`config.mk`:
```
export PLATFORM = sky130hd
export DESIGN_NAME = multicycle_control_fsm
export DESIGN_NICKNAME = d
export VERILOG_FILES = /design/src/rtl/multicycle_control_fsm.sv
export SDC_FILE = /design/constraint.sdc
export NUM_CORES = 1
export LEC_CHECK = 0
export ABC_AREA = 1
export BUFFER_PORTS_ARGS = -buffer_cell sky130_fd_sc_hd__buf_2
export CORE_MARGIN = 4
export CORE_UTILIZATION = 45
export DETAILED_ROUTE_END_ITERATION = 6
export HOLD_SLACK_MARGIN = 0.03
export PLACE_DENSITY = 0.71
export SLEW_MARGIN = 10
export SYNTH_ARGS = -nofsm -noshare
export SYNTH_HDL_FRONTEND = slang
export SYNTH_SLANG_ARGS = --single-unit
```
`constraint.sdc`:
```
create_clock -name clk -period 3.7 [get_ports clk]
set_clock_uncertainty 0.1 [all_clocks]
set_input_delay 0.555 -clock clk [delete_from_list [all_inputs] [get_ports clk]]
set_output_delay 0.555 -clock clk [all_outputs]
set_load 0.05 [all_outputs]
```
`src/rtl/multicycle_control_fsm.sv`:
```
// Multicycle RV32I control FSM: FETCH/DECODE/EXEC/MEM/WB over a shared
// variable-latency memory port, with HALT on SYSTEM and sticky FAULT.
//
// Ports:
//   clk, rst            clock, synchronous active-high reset
//   opcode[4:0]         instr[6:2] from IR (valid from DECODE onward)
//   branch_taken        comparator result, used in EXEC
//   mem_ready           memory completion, used while mem_req=1
//   resume              pulse that leaves HALT
//   mem_req/mem_we/iord memory request, write, address select (0=PC,1=ALU)
//   ir_write/pc_write   IR load, PC update; pc_src[1:0] selects next PC
//   branch              branch instruction in EXEC
//   alu_src1/alu_src2   ALU operand selects; alu_op[1:0] ALU function
//   mem_to_reg[1:0]     writeback select; reg_write register-file strobe
//   halted/fault        in HALT / in FAULT; fault_code[1:0] 01=illegal 10=timeout
//   state[2:0]          encoded state for debug
module multicycle_control_fsm #(
    parameter int MEM_TIMEOUT = 16,
    parameter int CNT_W       = 8,
    parameter bit SYSTEM_HALT = 1'b1
) (
    input  logic       clk,
    input  logic       rst,
    input  logic [4:0] opcode,
    input  logic       branch_taken,
    input  logic       mem_ready,
    input  logic       resume,
    output logic       mem_req,
    output logic       mem_we,
    output logic       iord,
    output logic       ir_write,
    output logic       pc_write,
    output logic [1:0] pc_src,
    output logic       branch,
    output logic       alu_src1,
    output logic       alu_src2,
    output logic [1:0] alu_op,
    output logic [1:0] mem_to_reg,
    output logic       reg_write,
    output logic       halted,
    output logic       fault,
    output logic [1:0] fault_code,
    output logic [2:0] state
);

    typedef enum logic [2:0] {
        S_FETCH  = 3'd0,
        S_DECODE = 3'd1,
        S_EXEC   = 3'd2,
        S_MEM    = 3'd3,
        S_WB     = 3'd4,
        S_HALT   = 3'd5,
        S_FAULT  = 3'd6
    } state_t;

    localparam logic [4:0] OP_R      = 5'b01100;
    localparam logic [4:0] OP_I      = 5'b00100;
    localparam logic [4:0] OP_LOAD   = 5'b00000;
    localparam logic [4:0] OP_STORE  = 5'b01000;
    localparam logic [4:0] OP_BRANCH = 5'b11000;
    localparam logic [4:0] OP_JALR   = 5'b11001;
    localparam logic [4:0] OP_JAL    = 5'b11011;
    localparam logic [4:0] OP_AUIPC  = 5'b00101;
    localparam logic [4:0] OP_LUI    = 5'b01101;
    localparam logic [4:0] OP_SYSTEM = 5'b11100;
    localparam logic [4:0] OP_FENCE  = 5'b00011;

    localparam int             TO_M1    = (MEM_TIMEOUT > 0) ? MEM_TIMEOUT - 1 : 0;
    localparam logic [CNT_W-1:0] TO_LAST = CNT_W'(TO_M1);
    localparam logic [CNT_W-1:0] CNT_MAX = '1;
    localparam bit             TO_EN    = (MEM_TIMEOUT > 0);

    state_t           st_q, st_n;
    logic [4:0]       op_q;
    logic [CNT_W-1:0] cnt_q;
    logic [1:0]       fc_q, fc_n;
    logic             tmo;

    // Last permitted wait cycle with the memory still not ready; a
    // mem_ready in this same cycle completes the access instead.
    assign tmo = TO_EN && (cnt_q == TO_LAST) && !mem_ready;

    always_comb begin
        st_n       = st_q;
        fc_n       = fc_q;
        mem_req    = 1'b0;
        mem_we     = 1'b0;
        iord       = 1'b0;
        ir_write   = 1'b0;
        pc_write   = 1'b0;
        pc_src     = 2'b00;
        branch     = 1'b0;
        alu_src1   = 1'b0;
        alu_src2   = 1'b0;
        alu_op     = 2'b00;
        mem_to_reg = 2'b00;
        reg_write  = 1'b0;
        halted     = 1'b0;
        fault      = 1'b0;
        fault_code = fc_q;
        state      = st_q;

        // ALU controls stay stable from EXEC through MEM and WB.
        if (st_q == S_EXEC || st_q == S_MEM || st_q == S_WB) begin
            case (op_q)
                OP_R:      begin alu_op = 2'b10; end
                OP_I:      begin alu_src2 = 1'b1; alu_op = 2'b10; end
                OP_LOAD,
                OP_STORE,
                OP_JALR:   begin alu_src2 = 1'b1; end
                OP_BRANCH: begin alu_op = 2'b01; end
                OP_JAL,
                OP_AUIPC:  begin alu_src1 = 1'b1; alu_src2 = 1'b1; end
                OP_LUI:    begin alu_src2 = 1'b1; alu_op = 2'b11; end
                default:   begin alu_op = 2'b00; end
            endcase
        end

        unique case (st_q)
            S_FETCH: begin
                mem_req = 1'b1;
                if (mem_ready) begin
                    ir_write = 1'b1;
                    st_n     = S_DECODE;
                end else if (tmo) begin
                    st_n = S_FAULT;
                    fc_n = 2'b10;
                end
            end
            S_DECODE: begin
                case (opcode)
                    OP_SYSTEM: begin
                        if (SYSTEM_HALT) begin
                            st_n = S_HALT;
                        end else begin
                            pc_write = 1'b1;
                            st_n     = S_FETCH;
                        end
                    end
                    OP_FENCE: begin
                        pc_write = 1'b1;
                        st_n     = S_FETCH;
                    end
                    OP_R, OP_I, OP_LOAD, OP_STORE, OP_BRANCH,
                    OP_JALR, OP_JAL, OP_AUIPC, OP_LUI: begin
                        st_n = S_EXEC;
                    end
                    default: begin
                        st_n = S_FAULT;
                        fc_n = 2'b01;
                    end
                endcase
            end
            S_EXEC: begin
                if (op_q == OP_BRANCH) begin
                    branch   = 1'b1;
                    pc_write = 1'b1;
                    pc_src   = branch_taken ? 2'b01 : 2'b00;
                    st_n     = S_FETCH;
                end else if (op_q == OP_LOAD || op_q == OP_STORE) begin
                    st_n = S_MEM;
                end else begin
                    st_n = S_WB;
                end
            end
            S_MEM: begin
                mem_req = 1'b1;
                iord    = 1'b1;
                mem_we  = (op_q == OP_STORE);
                if (mem_ready) begin
                    if (op_q == OP_STORE) begin
                        pc_write = 1'b1;
                        st_n     = S_FETCH;
                    end else begin
                        st_n = S_WB;
                    end
                end else if (tmo) begin
                    st_n = S_FAULT;
                    fc_n = 2'b10;
                end
            end
            S_WB: begin
                reg_write = 1'b1;
                pc_write  = 1'b1;
                st_n      = S_FETCH;
                case (op_q)
                    OP_LOAD: mem_to_reg = 2'b00;
                    OP_JAL:  begin mem_to_reg = 2'b10; pc_src = 2'b01; end
                    OP_JALR: begin mem_to_reg = 2'b10; pc_src = 2'b10; end
                    default: mem_to_reg = 2'b01;
                endcase
            end
            S_HALT: begin
                halted = 1'b1;
                if (resume) begin
                    pc_write = 1'b1;
                    st_n     = S_FETCH;
                end
            end
            S_FAULT: begin
                fault = 1'b1;
            end
            default: begin
                st_n = S_FETCH;
            end
        endcase

        // Reset aborts any in-flight instruction: nothing leaves the block.
        if (rst) begin
            mem_req    = 1'b0;
            mem_we     = 1'b0;
            iord       = 1'b0;
            ir_write   = 1'b0;
            pc_write   = 1'b0;
            pc_src     = 2'b00;
            branch     = 1'b0;
            alu_src1   = 1'b0;
            alu_src2   = 1'b0;
            alu_op     = 2'b00;
            mem_to_reg = 2'b00;
            reg_write  = 1'b0;
            halted     = 1'b0;
            fault      = 1'b0;
            fault_code = 2'b00;
            state      = 3'd0;
        end
    end

    always_ff @(posedge clk) begin
        if (rst) begin
            st_q  <= S_FETCH;
            op_q  <= 5'd0;
            cnt_q <= '0;
            fc_q  <= 2'b00;
        end else begin
            st_q <= st_n;
            fc_q <= fc_n;
            if (st_q == S_DECODE) begin
                op_q <= opcode;
            end
            // Any state change restarts the wait count, so FETCH and MEM
            // always begin each access from zero.
            if (st_n != st_q) begin
                cnt_q <= '0;
            end else if (mem_req && !mem_ready && cnt_q != CNT_MAX) begin
                cnt_q <= cnt_q + 1'b1;
            end
        end
    end

endmodule

```
* Word-level counts from Yosys, hierarchy flattened
Cells that the tools add are included.
** Word-level totals
- Latch bits :: 0
- Word-level logic and storage cells :: 111
- Memory bits (writable) :: 0
- Memories kept :: 0
- Register bits :: 18
- Bits in read-only memories :: 0
- Input bits :: 10
- Output and inout port bits :: 22
** Operators by class
- Div/mod/pow operators :: 0
- Shift operators :: 0
- Add/sub/neg operators :: 1
- $mul :: 0
- Muxes and demuxes :: 56
- $lt $le $gt $ge :: 0
- Bitwise operators :: 0
- Eq/ne operators :: 30
- Reduce and logical (&&, ||, !) cells :: 20
** Operator list (count)
- 5-bit equality test, second input constant :: 7
- 1-bit 2-to-1 mux :: 31
- 5-bit by 4-bit equality test with 1-bit output, second input constant :: 6
- 3-bit 2-to-1 mux :: 8
- 5-bit by 3-bit equality test with 1-bit output, second input constant :: 4
- 2-bit 2-to-1 mux :: 9
- 3-bit one-hot mux with 6 select lines :: 1
- 2-bit one-hot mux with 2 select lines :: 4
- 11-bit OR reduction :: 1
- 5-bit zero test :: 2
- 2-bit OR reduction :: 5
- 3-bit equality test, second input constant :: 3
- 3-bit one-hot mux with 3 select lines :: 1
- 9-bit OR reduction :: 1
- 8-bit by 1-bit adder with 8-bit output, second input constant :: 1
- 8-bit by 4-bit equality test with 1-bit output, second input constant :: 1
- 8-bit != test, second input constant :: 1
- 7-bit OR reduction :: 1
- 3-bit by 2-bit equality test with 1-bit output, second input constant :: 2
- 2-bit one-hot mux with 3 select lines :: 1
- 5-bit by 2-bit equality test with 1-bit output, second input constant :: 1
- 1-bit one-hot mux with 5 select lines :: 1
- 2-bit != test, second input constant :: 2
- 4-bit AND reduction :: 1
- 8 further kinds :: 12

* Logic depth before layout (Yosys ltp)
Gate-level depths: netlist (run 1).
- Depth after elaboration :: 7
- Gate-level depth with buffers :: 11
- Gate-level depth less buffers :: 10

* Worst setup path before layout (run 1)
Ideal clock, no wire load.
- Path type :: input-to-output
- From :: input port rst
- To :: output port mem_to_reg[0]
- Stages :: 4
- Path slack :: 0.249 ns
- Arrival time :: 2.796 ns
- Data required time :: 3.045 ns
- Buffers on the path :: 1
- Cells stage by stage :: buf_2 > nor2_1 > inv_1 > a211oi_1
** On the way
- Longest elaborated chain between the ends :: 1
** RTL lines
- from (decl) :: RTL line 23 : input logic rst,
- 2-bit 2-to-1 mux :: RTL line 209 : if (rst) begin
- to (decl) :: RTL line 38 : output logic [1:0] mem_to_reg,
Every way passes these cells.

* Worst setup path in the final report (run 1)
- From :: register st_q[0]
- To :: output port pc_write
** On the way
- Longest elaborated chain between the ends :: 3
- Elaborated cells on any way between the ends :: 7
- Classes of those cells :: 5 x eq/ne; 2 x mux
** RTL lines
- from (decl) :: RTL line 73 : state_t st_q, st_n;
- from (signal assigned) :: RTL line 236 : st_q <= st_n;
- 3-bit equality test, or another cell as far along :: RTL line 119 : unique case (st_q)
- 1-bit one-hot mux with 5 select lines (*) :: RTL line 119
- 1-bit 2-to-1 mux (*) :: RTL line 209
- to (decl) :: RTL line 32 : output logic pc_write,
Mark *: on every way between the ends. The rest lies on a longest branch, timed or not.

==> results of run 1 <==
==> worst reg2reg max path, stage by stage, from the launching register on <==
cell,delay [ns]
dfxtp_1,0.45
nand2_1,0.12
nor2_2,0.35
nand2_1,0.19
nand2_1,0.12
nor2_2,0.04
nand3_1,0.10
nand2_1,0.10
nand2_4,0.16
nor3_2,0.05
==> worst max path at each step <==
stage / startpoint / endpoint / slack [ns] / depth (start not counted)
4_1_cts: st_q[1]$_SDFF_PP0_ / pc_write / 1.07 / 8
2_1_floorplan: rst / mem_to_reg[0] / 0.25 / 4
5_1_grt: st_q[1]$_SDFF_PP0_ / pc_write / 0.88 / 8
3_5_place_dp: rst / alu_src1 / 1.21 / 5
6_report: st_q[0]$_SDFF_PP0_ / pc_write / 1.06 / 7
3_3_place_gp: rst / alu_src1 / 1.23 / 5
==> area by class of cell <==
cell class                 instances  share of cell area, %
inverter                          38                   8.78
timing repair buffer              31                   9.39
clock buffer                       3                   1.36
sequential                        18                   21.8
multi-input combinational        181                   55.3
tap                               44                   3.33
==> registers in the layout, indices dropped and copies added, names as in the netlist <==
register  cells
st_q          3
op_q          5
fc_q          2
cnt_q         8
==> cells in the final DEF, fill, tap and decap left out <==
cell	count
o21ai_0	9
nor2_2	2
xor2_1	3
clkbuf_4	3
xnor2_1	1
o21ai_1	2
a22oi_1	1
a211oi_1	2
inv_2	3
inv_4	1
inv_1	34
o22ai_1	1
dfxtp_1	18
a21oi_1	15
nand3_1	13
nor3b_1	1
nand4_1	7
nor2_1	44
nor3_2	8
ha_1	1
nand3_2	3
nand2_4	1
nand2_1	50
nand2_2	4
o32ai_1	1
nor2_4	1
buf_2	31
a31oi_1	4
nor3_1	7
==> metrics by stage <==
| stage | hold WS, ns | setup slack, ns |
|---|---|---|
| 2_1_floorplan | 0.328 | 0.249 |
| 3_3_place_gp | 0.341 | 1.23 |
| 3_5_place_dp | 0.348 | 1.21 |
| 4_1_cts | 0.364 | 1.07 |
| 5_1_grt | 0.392 | 0.883 |
| 6_report | 0.361 | 1.06 |
==> layer usage <==
metal	vias up	part of all wire [%]	routed length [um]
met3	9	4.1	146
met5	-	0	0
met2	37	50	1790
li1	836	-	-
met4	0	2.1	76
met1	701	44	1580
==> logic make-up after synthesis <==
kind of cell / Yosys count / share of synthesized area, %
simple gates: 141 / 46.5
buf+inv: 42 / 12.2
fa+ha+maj: 1 / 0.862
compound gates: 35 / 13.3
xor+xnor: 4 / 2.41
flops: 18 / 24.8
==> power groups by stage <==
stage | combinational [mW] | clock (mW) | sequential [mW]
2_1_floorplan | 0.550 | 0 | 0.283
3_3_place_gp | 0.658 | 0 | 0.293
3_5_place_dp | 0.658 | 0 | 0.293
4_1_cts | 0.664 | 0.104 | 0.290
5_1_grt | 0.740 | 0.111 | 0.297
6_report | 0.663 | 0.100 | 0.290
==> flow_summary.toml, run 1 <==
[cells_and_area]
drive_gt1_share_pct = 21.0
area_delta_synth_final_pct = 13.9
regArea_um2 = 360
stdcell_count = 315
design_area_mm2 = 0.00165
fill_cells = 348
fin_nets = 284
multi_input_area_um2 = 915
utilization_pct = 53.7
n_antenna_cell = 0

[die]
start_util_pct = 47.2
ioPinCount = 32
rows = 20
die_width_um = 64.8
core_area_mm2 = 0.00308
die_h_um = 64.8
dieArea_mm2 = 0.00420

[run]
max_cap_violations = 0

[timing]
setup_violations = 0
relSlewSlack_pct = 66.4
finalCritPeriodShare_pct = 71.3
hold_violations = 0
final.min_clock_period_ns = 2.64
timing.fmax_mhz = 379
grt_setup_unrepaired = "false"
slew_violations = 0
tightestPinTransition_ns = 0.501
finalSetupTns_ns = 0

[clock_tree]
post_cts_buffers = 0
hold_buffers = 0
cts_tree = "done"
clock_path_buffers = 2
cts_buffers = 3
clk_pin_slew_ns = 0.11
cts-root-buf = "clkbuf_4"
cts-resized-gates = 0
clkSinkCount = 18
clock_latency_ns = 0.30
cts_htree_levels = 1

[synthesis]
syn-cell-area_mm2 = 0.00145
avgSynthCellArea_um2 = 6.02
seq_area_frac_synth_pct = 24.8
synth_top_area_cell = "dfxtp_1"
syn_nets = 252
synthTopCellsByCount = "nand2_1 (50), nor2_1 (44), inv_1 (34)"
yosys-top-cells-area = "dfxtp_1 (25%), nand2_1 (13%), nor2_1 (11%)"
post-synth-top-count-cell = "nand2_1"
synth_top_area_share_pct = 24.8
synth_edf_count = 0
yosysWarnings = 0
syn_inst = 241
ys_ff_latch = 18
async_reset_ff_share_pct = 0
yosysUniqueCellTypes = 30
synth_ff_type = "dfxtp_1"

[routing]
vias_per_cell = 5.03
wire_per_inst_um = 11.4
drt_wl_total_mm = 3.60
first_iter_violations = 71
postRouteAntennaNets = 0
route.detailed.drc = 0
vias = 1583
dr.pass1.iters = 5

[run_status]
outcome = "completed"

[critical_path]
worst_r2r_path_depth = 9
worst-path-buf-inv = 2
cp_max_fo = 12
endpoint_kind = "output pin"
path_cells = "nand2_1 -> nor2_2 -> inv_2 -> o22ai_1 -> nor2_1 -> a21oi_1 -> buf_2"
rr_endpoint = "cnt_q[1]$_SDFFE_PP0P_"
critPathSlowestCell = "dfxtp_1"
timing.reg2reg.setup_slack_ns = 1.80
max_stage_delay_ns = 0.45
cp-start-kind = "register"
crit_type = "register to output pin"
reg2reg_from = "st_q[0]$_SDFF_PP0_"
worstPathArrival_ns = 1.98
required_ns = 3.04
cp_top_family = "simple AND/OR/NAND/NOR gates"

[global_route]
grtUsageMet2_pct = 34.0
grt_pass1_vias = 1538
grt.met1_usage_pct = 21.0
grt_max_degree = 20
grt_overflow = 0
gr-usage-met3_pct = 1.73
gr-max-usage-layer = "met2"
antenna_found_initial = 0
grt_pass1_wl_mm = 6.22
grt.total_usage_pct = 18.2

[power]
pwr-share-clk_pct = 9.5
power.total_mw = 1.05
p_comb_share_pct = 62.9
power.switching_mw = 0.611
switching_share_pct = 58.0
p_per_area_mw_per_mm2 = 638
irDropWorstVdd_v = 0.000307
p_leak_nw = 0.776
seqPwrFrac_pct = 27.6
p_int_mw = 0.442

[hold_path]
hold_path_startpoint = "fc_q[1]$_SDFFE_PP0P_"
hold_path_end = "fc_q[1]$_SDFFE_PP0P_"
min_path_cells = 2
hp-class = "register to register"

[place]
gp_congestion = 0.948
dpl.hpwl_mm = 2.86
dp_cells = 312
dpl_cell_area_mm2 = 0.00163
port_buffers = 31
(Power assumes the default switching activity.)
==> inputs of run 2 (changes only) <==
PLACE_DENSITY = 0.74   (was 0.71)
clock period = 2.2 ns   (was 3.7 ns; I/O delays follow)
==> run 2 against run 1 <==
Net effect:
- sequential share of layout area is 1.9 points lower
- register-to-register slack worse by 1.4 ns
- worst setup slack worse by 0.97 ns
- sequential power is 71% higher
- non-clock buffer count is 8 higher
- utilization is 6.0 points higher
- critical endpoint is now alu_src1
- largest cell class unchanged
- highest routed layer unchanged
==> flow_summary.toml, run 2 (synthesis results as in run 1) <==
[place]
dpl.hpwl_mm = 2.87
gp_congestion = 0.844
port_buffers = 31

[routing]
dr.pass1.iters = 4
route.detailed.drc = 0
postRouteAntennaNets = 0
vias = 1588
vias_per_cell = 4.92
drt_wl_total_mm = 3.64
first_iter_violations = 127
wire_per_inst_um = 11.3

[cells_and_area]
layout_commonest_cell = "nand2_1"
fill_cells = 308
multi_input_area_mm2 = 0.00103
largest_reg_flops = 8
n_antenna_cell = 0
largestRegisters = "cnt_q x8, op_q x5, st_q x3"
utilization_pct = 59.7
fin_nets = 292
layout_common_cells = "nand2_1 (50), nor2_1 (36), inv_1 (34), buf_2 (28), dfxtp_1 (14)"
area_delta_synth_final_pct = 26.6
regArea_um2 = 365
drive_gt1_share_pct = 30.5
regMostFlops = "cnt_q"

[timing]
timing.fmax_mhz = 474
setup_violations = 0
hold_ws_ns = 0.226
final.min_clock_period_ns = 2.11
hold_violations = 0
tightestPinTransition_ns = 0.398
finalCritPeriodShare_pct = 96.0
slew_violations = 0
relSlewSlack_pct = 73.4

[global_route]
antenna_found_initial = 0
grt_pass1_vias = 1486
grt_max_degree = 14
grt.total_usage_pct = 19.0
grt_overflow = 0
grt_pass1_wl_mm = 6.49

[clock_tree]
clock_latency_ns = 0.29
clk_pin_slew_ns = 0.11
cts_buffers = 3
hold_buffers = 0
clock_path_buffers = 2
cts_tree = "done"
clkSinkCount = 18
cts_htree_levels = 1
cts-root-buf = "clkbuf_4"

[die]
die_width_um = 64.8
ioPinCount = 32
start_util_pct = 47.2
die_h_um = 64.8
rows = 20
core_area_mm2 = 0.00308
dieArea_mm2 = 0.00420

[critical_path]
worstPathArrival_ns = 1.68
endpoint_kind = "output pin"
critPathLaunch = "st_q[0]$_SDFF_PP0_"
required_ns = 1.77
crit_type = "register to output pin"
cp-start-kind = "register"
reg2reg_from = "cnt_q[0]$_SDFFE_PP0P_"
cp_max_fo = 6

[run]
max_cap_violations = 0

[power]
irDropWorstVdd_v = 0.000429
p_per_area_mw_per_mm2 = 1060
power.total_mw = 1.94
p_leak_nw = 0.824

[hold_path]
hold_path_startpoint = "opcode[1]"
hp-class = "primary input to register"

[run_status]
outcome = "completed"
==> run 2: layout make-up <==
type / count / area share [%]
Clock buffer: 3 / 1.23
Multi-Input combinational cell: 181 / 55.9
Inverter: 38 / 7.90
Tap cell: 44 / 3.00
Timing Repair Buffer: 39 / 12.1
Sequential cell: 18 / 19.9
==> run 2: path summary, 6_finish.rpt <==
path | to | slack (ns) | cells past startpoint
worst min-delay path | op_q[1]$_SDFFE_PP0N_ | 0.23 | 3
worst max-delay path | alu_src1 | 0.09 | 6
worst max register to register | cnt_q[2]$_SDFFE_PP0P_ | 0.40 | 9
worst min register to register | fc_q[1]$_SDFFE_PP0P_ | 0.36 | 2
==> run 2: power by group <==
part / switching, mW / internal [mW]
Clock: 0.0996 / 0.0636
Sequential: 0.0880 / 0.409
Combinational: 0.931 / 0.352
Total: 1.12 / 0.825
==> run 2: timing repair <==
action | CTS | global route
gates resized for setup | 3 | 14
endpoints found under the hold margin | 0 | 0
pin swaps | 0 | 2
setup endpoints to repair | 5 | 9
buffers inserted | 0 | 2
==> run 2: through the flow <==
stage / TNS (ns) / instance area, um2 / setup slack (ns) / std cells
after floorplan: -0.0289 / 1530 / -0.0275 / 241
after global placement: 0 / 1750 / 0.202 / 318
after detailed placement: 0 / 1750 / 0.244 / 318
after global routing: -0.0138 / 1840 / -0.0138 / 323
after CTS: 0 / 1790 / 0.0198 / 321
final: 0 / 1840 / 0.0886 / 323
==> run 2: layer usage <==
metal  part of all wire (%)  vias to the layer above  track usage (%)
li1                       -                      858                -
met4                   0.58                        0             5.54
met2                     46                       31             31.8
met1                     48                      697             25.1
met3                    5.1                        2             2.60
met5                      0                        -                0
==> run 2: critical path, cell delays in order, from the launching register on <==
cell and delay (ns):
dfxtp_2 0.41, inv_1 0.09, nand3_2 0.12, inv_2 0.07, a211oi_4 0.41, nor2_2 0.07
buf_2 0.22
==> inputs of run 3 (changes only) <==
BUFFER_PORTS_ARGS = default   (was -buffer_cell sky130_fd_sc_hd__buf_2)
CAP_MARGIN = 30   (was default)
DONT_BUFFER_PORTS = 1   (was default)
PLACE_DENSITY = 0.65   (was 0.74)
==> run 3 against run 2 <==
Net effect:
- sequential share of layout area down 0.79 points
- sequential power increased by 4.2%
- via count down 1.6%
- flip-flop and latch count unchanged
- first-iteration DRC count is 11% lower
- worst setup slack better by 0.013 ns
- critical path type unchanged
==> flow_summary.toml, run 3 (synthesis results as in run 1) <==
[run_status]
outcome = "completed"

[cells_and_area]
multi_input_area_mm2 = 0.00103
n_antenna_cell = 0
layout_common_cells = "nand2_1 (50), nor2_1 (36), inv_1 (34), buf_4 (18), dfxtp_1 (14)"
layout_commonest_cell = "nand2_1"
largestRegisters = "cnt_q x8, op_q x5, st_q x3"
fin_nets = 279
largest_reg_flops = 8
drive_gt1_share_pct = 27.0
regMostFlops = "cnt_q"
fill_cells = 297
area_delta_synth_final_pct = 31.9
regArea_um2 = 365

[timing]
final.min_clock_period_ns = 2.10
setup_violations = 0
finalWorstSetupSlack_ns = 0.102
slew_violations = 0
hold_violations = 0
tightestPinTransition_ns = 0.311
relSlewSlack_pct = 79.1
timing.fmax_mhz = 477
finalCritPeriodShare_pct = 95.4

[power]
seqPwrFrac_pct = 25.7
p_int_mw = 0.892
switching_share_pct = 55.6
p_comb_share_pct = 64.0
p_leak_nw = 0.792
irDropWorstVdd_v = 0.000534
power.total_mw = 2.01
p_per_area_mw_per_mm2 = 1050
pwr-share-clk_pct = 10.2
power.switching_mw = 1.12

[clock_tree]
clk_pin_slew_ns = 0.11
clock_latency_ns = 0.30
cts_tree = "done"
post_cts_buffers = 0
cts_buffers = 3
clock_path_buffers = 2
clkSinkCount = 18
cts_htree_levels = 1
cts-root-buf = "clkbuf_4"

[global_route]
grt_pass1_vias = 1383
antenna_found_initial = 0
grt.total_usage_pct = 18.0
grt_max_degree = 18
grt_overflow = 0
grt_pass1_wl_mm = 6.11

[place]
post-place-ws_ns = 0.336
dpl.hpwl_mm = 2.84
gp_congestion = 0.917
port_buffers = 0

[routing]
route.detailed.drc = 0
vias = 1563
postRouteAntennaNets = 0
drt_wl_total_mm = 3.61
wire_per_inst_um = 11.6
dr.pass1.iters = 4
first_iter_violations = 113
vias_per_cell = 5.03

[die]
dieArea_mm2 = 0.00420
core_area_mm2 = 0.00308
die_width_um = 64.8
rows = 20
die_h_um = 64.8
ioPinCount = 32
start_util_pct = 47.2

[critical_path]
crit_cells = 7
cp_top_family = "simple AND/OR/NAND/NOR gates"
crit_type = "register to output pin"
endpoint_kind = "output pin"
critPathLaunch = "st_q[0]$_SDFF_PP0_"
worstPathArrival_ns = 1.67
cp-start-kind = "register"
required_ns = 1.77
crit_end = "alu_op[0]"
worst-path-buf-inv = 2
rr_endpoint = "cnt_q[7]$_SDFFE_PP0P_"
timing.reg2reg.setup_slack_ns = 0.36
cp_max_fo = 6
path_cells = "nor2_2 -> nand2_1 -> nor2_4 -> a211oi_2 -> buf_4 -> a21oi_2 -> buf_12"
worst_r2r_path_depth = 11
critPathSlowestCell = "dfxtp_2"
reg2reg_from = "st_q[1]$_SDFF_PP0_"
max_stage_delay_ns = 0.38

[hold_path]
hp-class = "primary input to register"
hold_path_startpoint = "opcode[1]"

[run]
max_cap_violations = 0
-- run 3: routing by layer --
metal,vias to the layer above,share of wire [%],track usage (%)
met5,-,0,0
met2,61,41,27.6
met1,670,50,26.1
met3,2,8.3,3.81
li1,830,-,-
met4,0,0.36,3.17
-- run 3: metrics by stage --
| stage | setup TNS [ns] | hold slack [ns] | util (%) | cell area [um2] | std cells |
|---|---|---|---|---|---|
| floorplan | -0.0289 | 0.328 | - | 1530 | 241 |
| CTS | 0 | 0.0739 | 60.9 | 1870 | 311 |
| global placement | 0 | 0.306 | 59.3 | 1830 | 306 |
| finish | 0 | 0.0765 | 62.2 | 1910 | 311 |
| detailed placement | 0 | 0.306 | 59.3 | 1830 | 306 |
| global route | -0.0199 | 0.0591 | 62.2 | 1910 | 311 |
-- run 3: power groups by stage --
stage / sequential [mW] / combinational [mW] / clock [mW]
floorplan: 0.479 / 0.993 / 0
global placement: 0.494 / 1.26 / 0
detailed placement: 0.496 / 1.25 / 0
CTS: 0.490 / 1.26 / 0.212
global route: 0.531 / 1.41 / 0.231
finish: 0.518 / 1.29 / 0.205
-- run 3: worst min-delay path by stage --
stage                           endpoint  cells after the start
finish              op_q[1]$_SDFFE_PP0N_                      2
global route        op_q[1]$_SDFFE_PP0N_                      2
CTS                 op_q[1]$_SDFFE_PP0N_                      2
detailed placement    st_q[0]$_SDFF_PP0_                      1
global placement      st_q[0]$_SDFF_PP0_                      1
floorplan           fc_q[1]$_SDFFE_PP0P_                      2
-- run 3: area by class of cell --
class,count,area share [%]
Tap cell,44,2.88
Clock buffer,4,1.90
Sequential cell,18,19.1
Inverter,38,7.58
Timing Repair Buffer,26,14.9
Multi-Input combinational cell,181,53.7
-- run 3: repair_timing --
item                                   CTS  global route
cloned                                   0             0
gates resized for setup                  1            12
pin swaps                                0             1
setup endpoints to repair                1             9
hold buffers                             1             0
endpoints found under the hold margin    3             0
